File: config.mk
export PLATFORM = sky130hd
export DESIGN_NAME = seg_serial_rx
export DESIGN_NICKNAME = d
export VERILOG_FILES = /design/src/rtl/disp_link_pkg.sv /design/src/rtl/sync_edge.sv /design/src/rtl/seg_serial_rx.sv
export SDC_FILE = /design/constraint.sdc
export NUM_CORES = 1
export LEC_CHECK = 0
export BUFFER_PORTS_ARGS = -buffer_cell sky130_fd_sc_hd__clkbuf_2
export CELL_PAD_IN_SITES_DETAIL_PLACEMENT = 1
export CELL_PAD_IN_SITES_GLOBAL_PLACEMENT = 1
export CORE_MARGIN = 2
export CORE_UTILIZATION = 30
export CTS_CLUSTER_SIZE = 40
export DETAILED_ROUTE_END_ITERATION = 12
export GPL_TIMING_DRIVEN = 0
export PLACE_DENSITY = 0.55
export SYNTH_ARGS = -nofsm -noshare
export SYNTH_HDL_FRONTEND = slang
export SYNTH_SLANG_ARGS = --single-unit
File: constraint.sdc
create_clock -name clk -period 4.9 [get_ports clk]
set_clock_uncertainty 0.2 [all_clocks]
set_input_delay 0.245 -clock clk [delete_from_list [all_inputs] [get_ports clk]]
set_output_delay 0.245 -clock clk [all_outputs]
set_load 0.1 [all_outputs]
File: src/rtl/disp_link_pkg.sv
// Shared types and constants for the display shift-register link.
// Receivers and drivers both import this package.
package disp_link_pkg;

  typedef enum logic {IDLE, SHIFT} rx_state_t;

  localparam int DISP_SEG_FRAME_BITS = 64;
  localparam int DISP_LED_FRAME_BITS = 16;

  // A frame counter must reach FRAME_BITS+1 so that an overrun can be told apart from a full frame.
  function automatic int count_width(input int frame_bits);
    return $clog2(frame_bits + 2);
  endfunction

endpackage

File: src/rtl/sync_edge.sv
// Multi-flop synchronizer followed by a registered rising-edge detect.
// level and rise refer to the same sample, so a data line and a clock line stay aligned.
module sync_edge #(
  parameter int STAGES = 2
) (
  input  logic clk,
  input  logic rst,
  input  logic d,
  output logic level,
  output logic rise
);

  logic [STAGES-1:0] sync_reg;
  logic              edge_reg;
  logic              rise_reg;

  always_ff @(posedge clk) begin
    if (rst) begin
      sync_reg <= '0;
      edge_reg <= 1'b0;
      rise_reg <= 1'b0;
    end else begin
      sync_reg <= {sync_reg[STAGES-2:0], d};
      edge_reg <= sync_reg[STAGES-1];
      rise_reg <= sync_reg[STAGES-1] & ~edge_reg;
    end
  end

  assign level = edge_reg;
  assign rise  = rise_reg;

endmodule

File: src/rtl/seg_serial_rx.sv
// Oversampling receiver for the display link: deserializes one frame per
// latch strobe and flags latches that arrive with the wrong bit count.
module seg_serial_rx
  import disp_link_pkg::*;
#(
  parameter int FRAME_BITS  = DISP_SEG_FRAME_BITS,
  parameter int SYNC_STAGES = 2,
  parameter bit MSB_FIRST   = 1'b1
) (
  input  logic                                 clk,
  input  logic                                 rst,
  input  logic                                 ser_clk,
  input  logic                                 ser_do,
  input  logic                                 ser_en,
  input  logic                                 ser_clr_n,
  output logic [FRAME_BITS-1:0]                frame_data,
  output logic                                 frame_valid,
  output logic                                 frame_err,
  output logic [count_width(FRAME_BITS)-1:0]   bit_count
);

  localparam int CW = count_width(FRAME_BITS);
  localparam logic [CW-1:0] FULL_COUNT = CW'(FRAME_BITS);
  localparam logic [CW-1:0] SAT_COUNT  = CW'(FRAME_BITS + 1);

  logic clk_rise, do_level, en_rise, clr_n_level;
  logic clk_level_unused, do_rise_unused, en_level_unused, clr_rise_unused;

  sync_edge #(.STAGES(SYNC_STAGES)) u_sync_clk (
    .clk(clk), .rst(rst), .d(ser_clk), .level(clk_level_unused), .rise(clk_rise)
  );
  sync_edge #(.STAGES(SYNC_STAGES)) u_sync_do (
    .clk(clk), .rst(rst), .d(ser_do), .level(do_level), .rise(do_rise_unused)
  );
  sync_edge #(.STAGES(SYNC_STAGES)) u_sync_en (
    .clk(clk), .rst(rst), .d(ser_en), .level(en_level_unused), .rise(en_rise)
  );
  sync_edge #(.STAGES(SYNC_STAGES)) u_sync_clr (
    .clk(clk), .rst(rst), .d(ser_clr_n), .level(clr_n_level), .rise(clr_rise_unused)
  );

  rx_state_t             state_reg, state_next;
  logic [FRAME_BITS-1:0] shift_reg, shift_next;
  logic [FRAME_BITS-1:0] data_reg, data_next;
  logic [CW-1:0]         count_reg, count_next;
  logic                  valid_reg, valid_next;
  logic                  err_reg, err_next;

  always_ff @(posedge clk) begin
    if (rst) begin
      state_reg <= IDLE;
      shift_reg <= '0;
      data_reg  <= '0;
      count_reg <= '0;
      valid_reg <= 1'b0;
      err_reg   <= 1'b0;
    end else begin
      state_reg <= state_next;
      shift_reg <= shift_next;
      data_reg  <= data_next;
      count_reg <= count_next;
      valid_reg <= valid_next;
      err_reg   <= err_next;
    end
  end

  always_comb begin
    state_next = state_reg;
    shift_next = shift_reg;
    data_next  = data_reg;
    count_next = count_reg;
    valid_next = 1'b0;
    err_next   = 1'b0;
    if (!clr_n_level) begin
      state_next = IDLE;
      shift_next = '0;
      data_next  = '0;
      count_next = '0;
    end else begin
      // A bit arriving in the same cycle as the latch belongs to the frame being latched.
      if (clk_rise) begin
        shift_next = MSB_FIRST ? {shift_reg[FRAME_BITS-2:0], do_level}
                               : {do_level, shift_reg[FRAME_BITS-1:1]};
        count_next = (count_reg == SAT_COUNT) ? count_reg : count_reg + 1'b1;
        state_next = SHIFT;
      end
      if (en_rise) begin
        if (state_next == SHIFT && count_next == FULL_COUNT) begin
          data_next  = shift_next;
          valid_next = 1'b1;
        end else begin
          err_next = 1'b1;
        end
        count_next = '0;
        state_next = IDLE;
      end
    end
  end

  assign frame_data  = data_reg;
  assign frame_valid = valid_reg;
  assign frame_err   = err_reg;
  assign bit_count   = count_reg;

endmodule

## Word level (Yosys, flattened, before mapping)

Index checks and enable logic that the tools add are counted.
Widths: inputs -> output; s select.

| word-level totals | value |
|---|---|
| output and inout bits | 73 |
| register bits | 152 |
| logic and storage cells | 38 |
| input bits | 6 |

| cells by class | value |
|---|---|
| reductions and logical operators | 5 |
| equality and inequality tests | 2 |
| $add $sub $neg | 1 |
| mux-type cells | 8 |
| bitwise logic cells | 6 |

Operator list:

| kind | count |
|---|---|
| $mux 64 | 1 |
| $mux 7 | 3 |
| $eq 7x7->1 const B | 2 |
| $add 7x1->7 const B | 1 |
| $reduce_or 3->1 | 2 |
| $mux 1 | 4 |
| $not 1->1 | 4 |
| $and 1x1->1 | 2 |
| $reduce_and 2->1 | 1 |
| $reduce_or 2->1 | 1 |
| $logic_and 1x1->1 | 1 |

## Longest topological paths before layout

| depth | value |
|---|---|
| word-level depth | 7 |
| gate-level depth with buffers | 9 |
| depth with buffers taken out | 8 |

## By module

Synthesis repeated with hierarchy kept, for this count alone.

| second synthesis, totals | value |
|---|---|
| cells, all modules | 509 |
| area total of the unflattened synthesis | 6,018.3 um^2 |

By module, submodules not included:

| module | area each (um^2) | seq. area each (um^2) | cells each | times used |
|---|---|---|---|---|
| seg_serial_rx | 5,572.8 | 2,762.6 | 477 | 1 |
| sync_edge | 111.4 | 80.1 | 8 | 4 |

## Worst setup path before layout

OpenSTA, ideal clock, no wires.

| timing | value |
|---|---|
| path kind | reg-to-reg |
| start point | reg count_reg[0], in the netlist bit_count[0] |
| end point | reg data_reg[10], in the netlist frame_data[10] |
| setup time | 0.121 ns |
| data required time | 4.579 ns |
| arrival time | 3.010 ns |
| slack | 1.569 ns |
| period minus slack after synthesis | 3.331 ns |
| cell stages (with the launch flop) | 9 |
| path buffers | 1 |
| cell sequence | dfxtp_1 ha_1 nand4_1 or2_1 or3b_1 nand4_1 nand3_4 buf_6 mux2_4 |

| on the way | value |
|---|---|
| word-level cells in the longest chain between the ends | 7 |
| elaborated cells between the ends (all ways) | 8 |
| classes of those cells | add/sub (1); eq/ne (2); mux (3); reduce/logical (2) |

Ends and longest elaborated chain:

| what | line | text |
|---|---|---|
| from (decl) | seg_serial_rx.sv:45 | `logic [CW-1:0] count_reg, count_next;` |
| from (signal assigned) | seg_serial_rx.sv:61 | `count_reg <= count_next;` |
| $add 7x1->7 or $eq 7x7->1 (tied branches) | seg_serial_rx.sv:84 | `count_next = (count_reg == SAT_COUNT) ? count_reg : count_reg + 1'b1;` |
| $mux 7 | seg_serial_rx.sv:84 |  |
| $mux 7 (*) | seg_serial_rx.sv:81 | `if (clk_rise) begin` |
| $mux 7 (*) | seg_serial_rx.sv:74 | `if (!clr_n_level) begin` |
| $eq 7x7->1 (*) | seg_serial_rx.sv:88 | `if (state_next == SHIFT && count_next == FULL_COUNT) begin` |
| $logic_and 1x1->1 (*) | seg_serial_rx.sv:88 |  |
| $reduce_and 2->1 (no source line) (*) | - |  |
| to (signal assigned) | seg_serial_rx.sv:60 | `data_reg <= data_next;` |
| to (decl) | seg_serial_rx.sv:44 | `logic [FRAME_BITS-1:0] data_reg, data_next;` |

Every way passes the cells marked *; elsewhere a longest branch is shown, timed or not. The select of a mux whose other input is x is not followed.
A chain may end at the register's enable or synchronous reset.

## Worst setup path in the final report

| timing | value |
|---|---|
| start point | reg count_reg[0], in the netlist bit_count[0] |
| end point | reg data_reg[13], in the netlist frame_data[13] |

The elaborated chain is that of the path after synthesis.

==> flow_summary.yaml <==
layout:
  nets: 611
  design_area_um2: 7230
  n_fill_cell: 2160
  layout_common_cells: "dfxtp_1 (152), clkbuf_2 (78), nor2_1 (76), mux2i_1 (64), and2_1 (64)"
  insertedDiodeCount: 0
  syn_to_final_growth_pct: 23.7
  final_layout_size_suffix_gt1_share_pct: 29.7
  leading_cell_type_in_the_layout_fill_and_taps_excluded: "dfxtp_1"
clock_network:
  cts_root_cell: "clkbuf_16"
  post_cts.resized_instances: 0
  clk_transition_reported_paths_ns: 0.06
  ctsHoldBuffers: 5
  cts_num_sinks: 152
  clock_tree_from_tritoncts: "yes"
  worstSkewPairLatency_ns: 0.41
  tritoncts_buffer_count: 17
  clockBufferDepth: 2
  cts-htree-levels: 4
  postCtsSetupRepairBufs: 0
worst_setup_path:
  criticalPathCategory: "register to register"
  setup.worst_path.start_class: "register"
  worstPathCellList: "ha_1, and4bb_1, a21boi_2, a31oi_1, nor3b_1, nand3_4, buf_6, mux2_4"
  worstPathRequired_ns: 5.00
  cp_slowest_cell: "dfxtp_1"
  timing.critical_path.arrival_ns: 3.08
  cpLargestDelayFamily: "simple AND/OR/NAND/NOR gates"
  crit_path_end_kind: "register"
  critPathBufInv: 1
  critical-path-max-stage-delay_ns: 0.53
  timing.critical_path.fanout_max: 10
route:
  via_count: 3764
  drtIter0Drc: 96
  final_antenna_net_count: 0
  route.detailed.wl_per_inst_um: 14.0
  post_drt_via_cell_ratio: 4.27
  firstDrtPassIters: 4
  detail_route.drc_violations: 0
  finalWirelength_mm: 12.3
timing:
  final_period_minus_worst_setup_slack_ns: 2.98
  finalCritPeriodShare_pct: 60.9
  rsz0062_at_grt: "false"
  hold_slack_ns: 0.181
  setup-violations-final: 0
  fin_tns_setup_ns: 0
  hold_viol: 0
  max_freq_mhz: 335
  final_max_slew_viol_count: 0
  worstMarginPinSlew_ns: 0.759
  timing.max_slew.rel_slack_pct: 49.4
synth:
  synthesis.yosys.warnings: 0
  post_synth.cell_area_avg_um2: 11.7
  synth_seq_cells: 152
  synth.yosys.seq_area_share_pct: 52.1
  number_of_distinct_library_cells_after_synthesis: 32
  synth_nets: 509
  synthesis.area_um2: 5850
  syn-instance-count: 501
power_and_ir_drop:
  ir_worst_vdd_v: 0.000211
  p_leak_nw: 2.95
  power_switching_uw: 548
  powerDensity_nw_per_um2: 362
  power.sequential.fraction_pct: 47.4
  power.share.clock_pct: 51.4
  power_frac_comb_pct: 1.3
  power_report.internal_total_mw: 2.07
  fraction_of_power_spent_switching_nets_pct: 20.9
floorplan:
  dieWidth_um: 144
  io_pins: 79
  floorplan.initialDensity_pct: 30.3
  placementRows: 51
  die_footprint_um2: 20600
  core_area_um2: 19300
  fp.dieH_um: 144
job:
  max_cap_viol_count: 0
min_path:
  hold_path_class: "register to register"
place:
  globalplace.congestion: 0.703
  placement.cell_area_um2: 6570
  port_buffers: 78
  hpwl_mm: 8.54
status:
  run_status: "finished, final reports clean"
global_route:
  grt_start_max_net_pins: 17
  grt-ovfl-total: 0
  groute.usage.overall_pct: 12.6
  grt_antenna_before_repair: 0
  first_global_vias: 3934
  wire_length_of_the_first_global_routing_pass_mm: 20.0
## routing by layer
metal / track usage (%) / vias up / routed length [µm]
met5: 0 / - / 0
met2: 21.5 / 54 / 6090
met4: 4.49 / 0 / 115
met1: 15.0 / 1830 / 5690
met3: 3.90 / 9 / 416
li1: - / 1871 / -
## cell families after synthesis
family                     Yosys count  synth area share, %
AOI/OAI and AO/OA                    4                0.514
xor gates and xnor gates             6                0.899
adders and majority gates            2                0.428
buffers and inverters               32                 2.89
DFF                                152                 52.1
muxes                              129                 27.3
and+or+nand+nor                    176                 15.9
## power by group through the flow
stage / clock, mW / combinational, mW / sequential [mW]
2_1_floorplan: 0 / 0.0213 / 1.27
3_3_place_gp: 0 / 0.0305 / 1.27
3_5_place_dp: 0 / 0.0310 / 1.27
4_1_cts: 1.38 / 0.0343 / 1.24
5_1_grt: 1.44 / 0.0369 / 1.24
6_report: 1.35 / 0.0333 / 1.24
## worst reg2reg max path, cell delays in order, from the launching register on
cell and delay, ns:
dfxtp_1 0.53, ha_1 0.22, and4bb_1 0.23, a21boi_2 0.11, a31oi_1 0.23, nor3b_1 0.45
nand3_4 0.32, buf_6 0.28, mux2_4 0.31
## worst paths after layout
check                    from         endpoint  slack, ns  cells after the start
max              bit_count[0]   frame_data[13]       1.92                      8
min          u_sync_clk.level  u_sync_clk.rise       0.18                      1
max reg2reg      bit_count[0]   frame_data[13]       1.92                      8
min reg2reg  u_sync_clk.level  u_sync_clk.rise       0.18                      1
## per-stage QoR
| stage | power [mW] | std cells | setup WS [ns] | utilization (%) |
|---|---|---|---|---|
| global route | 2.72 | 881 | 1.70 | 37.5 |
| floorplan | 1.29 | 501 | 1.57 | - |
| detailed placement | 1.30 | 844 | 1.87 | 34.1 |
| finish | 2.62 | 881 | 1.92 | 37.5 |
| CTS | 2.66 | 881 | 1.88 | 37.5 |
| global placement | 1.30 | 844 | 1.97 | 34.1 |
## Yosys cell counts (all sizes together)
cell,count,area [µm²]
a22oi,1,7.51
inv,2,7.51
or3b,2,17.5
nand2b,2,12.5
nand3,2,22.5
mux2,65,957
ha,2,25.0
nor2,76,285
and2,64,400
xnor2,3,26.3
nor2b,17,106
nand4b,1,8.76
nand2,3,11.3
mux2i,64,641
nand4,5,31.3
xor2,3,26.3
buf,14,101
a31oi,1,6.26
nor3b,1,7.51
a21boi,1,11.3
and3,1,6.26
or2,1,6.26
and4bb,1,12.5
dfxtp,152,3040
a21oi,1,5.00
clkbuf,16,60.1
## cell type report
type | count | area [µm²] | area share [%]
inverters | 2 | 7.51 | 0.104
plain buffers | 30 | 161 | 2.23
multi-input cells | 317 | 2630 | 36.4
flip-flops and latches | 152 | 3040 | 42.1
clock inverters | 14 | 175 | 2.42
clock buffers | 18 | 439 | 6.07
repair buffers | 83 | 440 | 6.09
well taps | 265 | 332 | 4.58
Power figures use the tool's default switching activity.
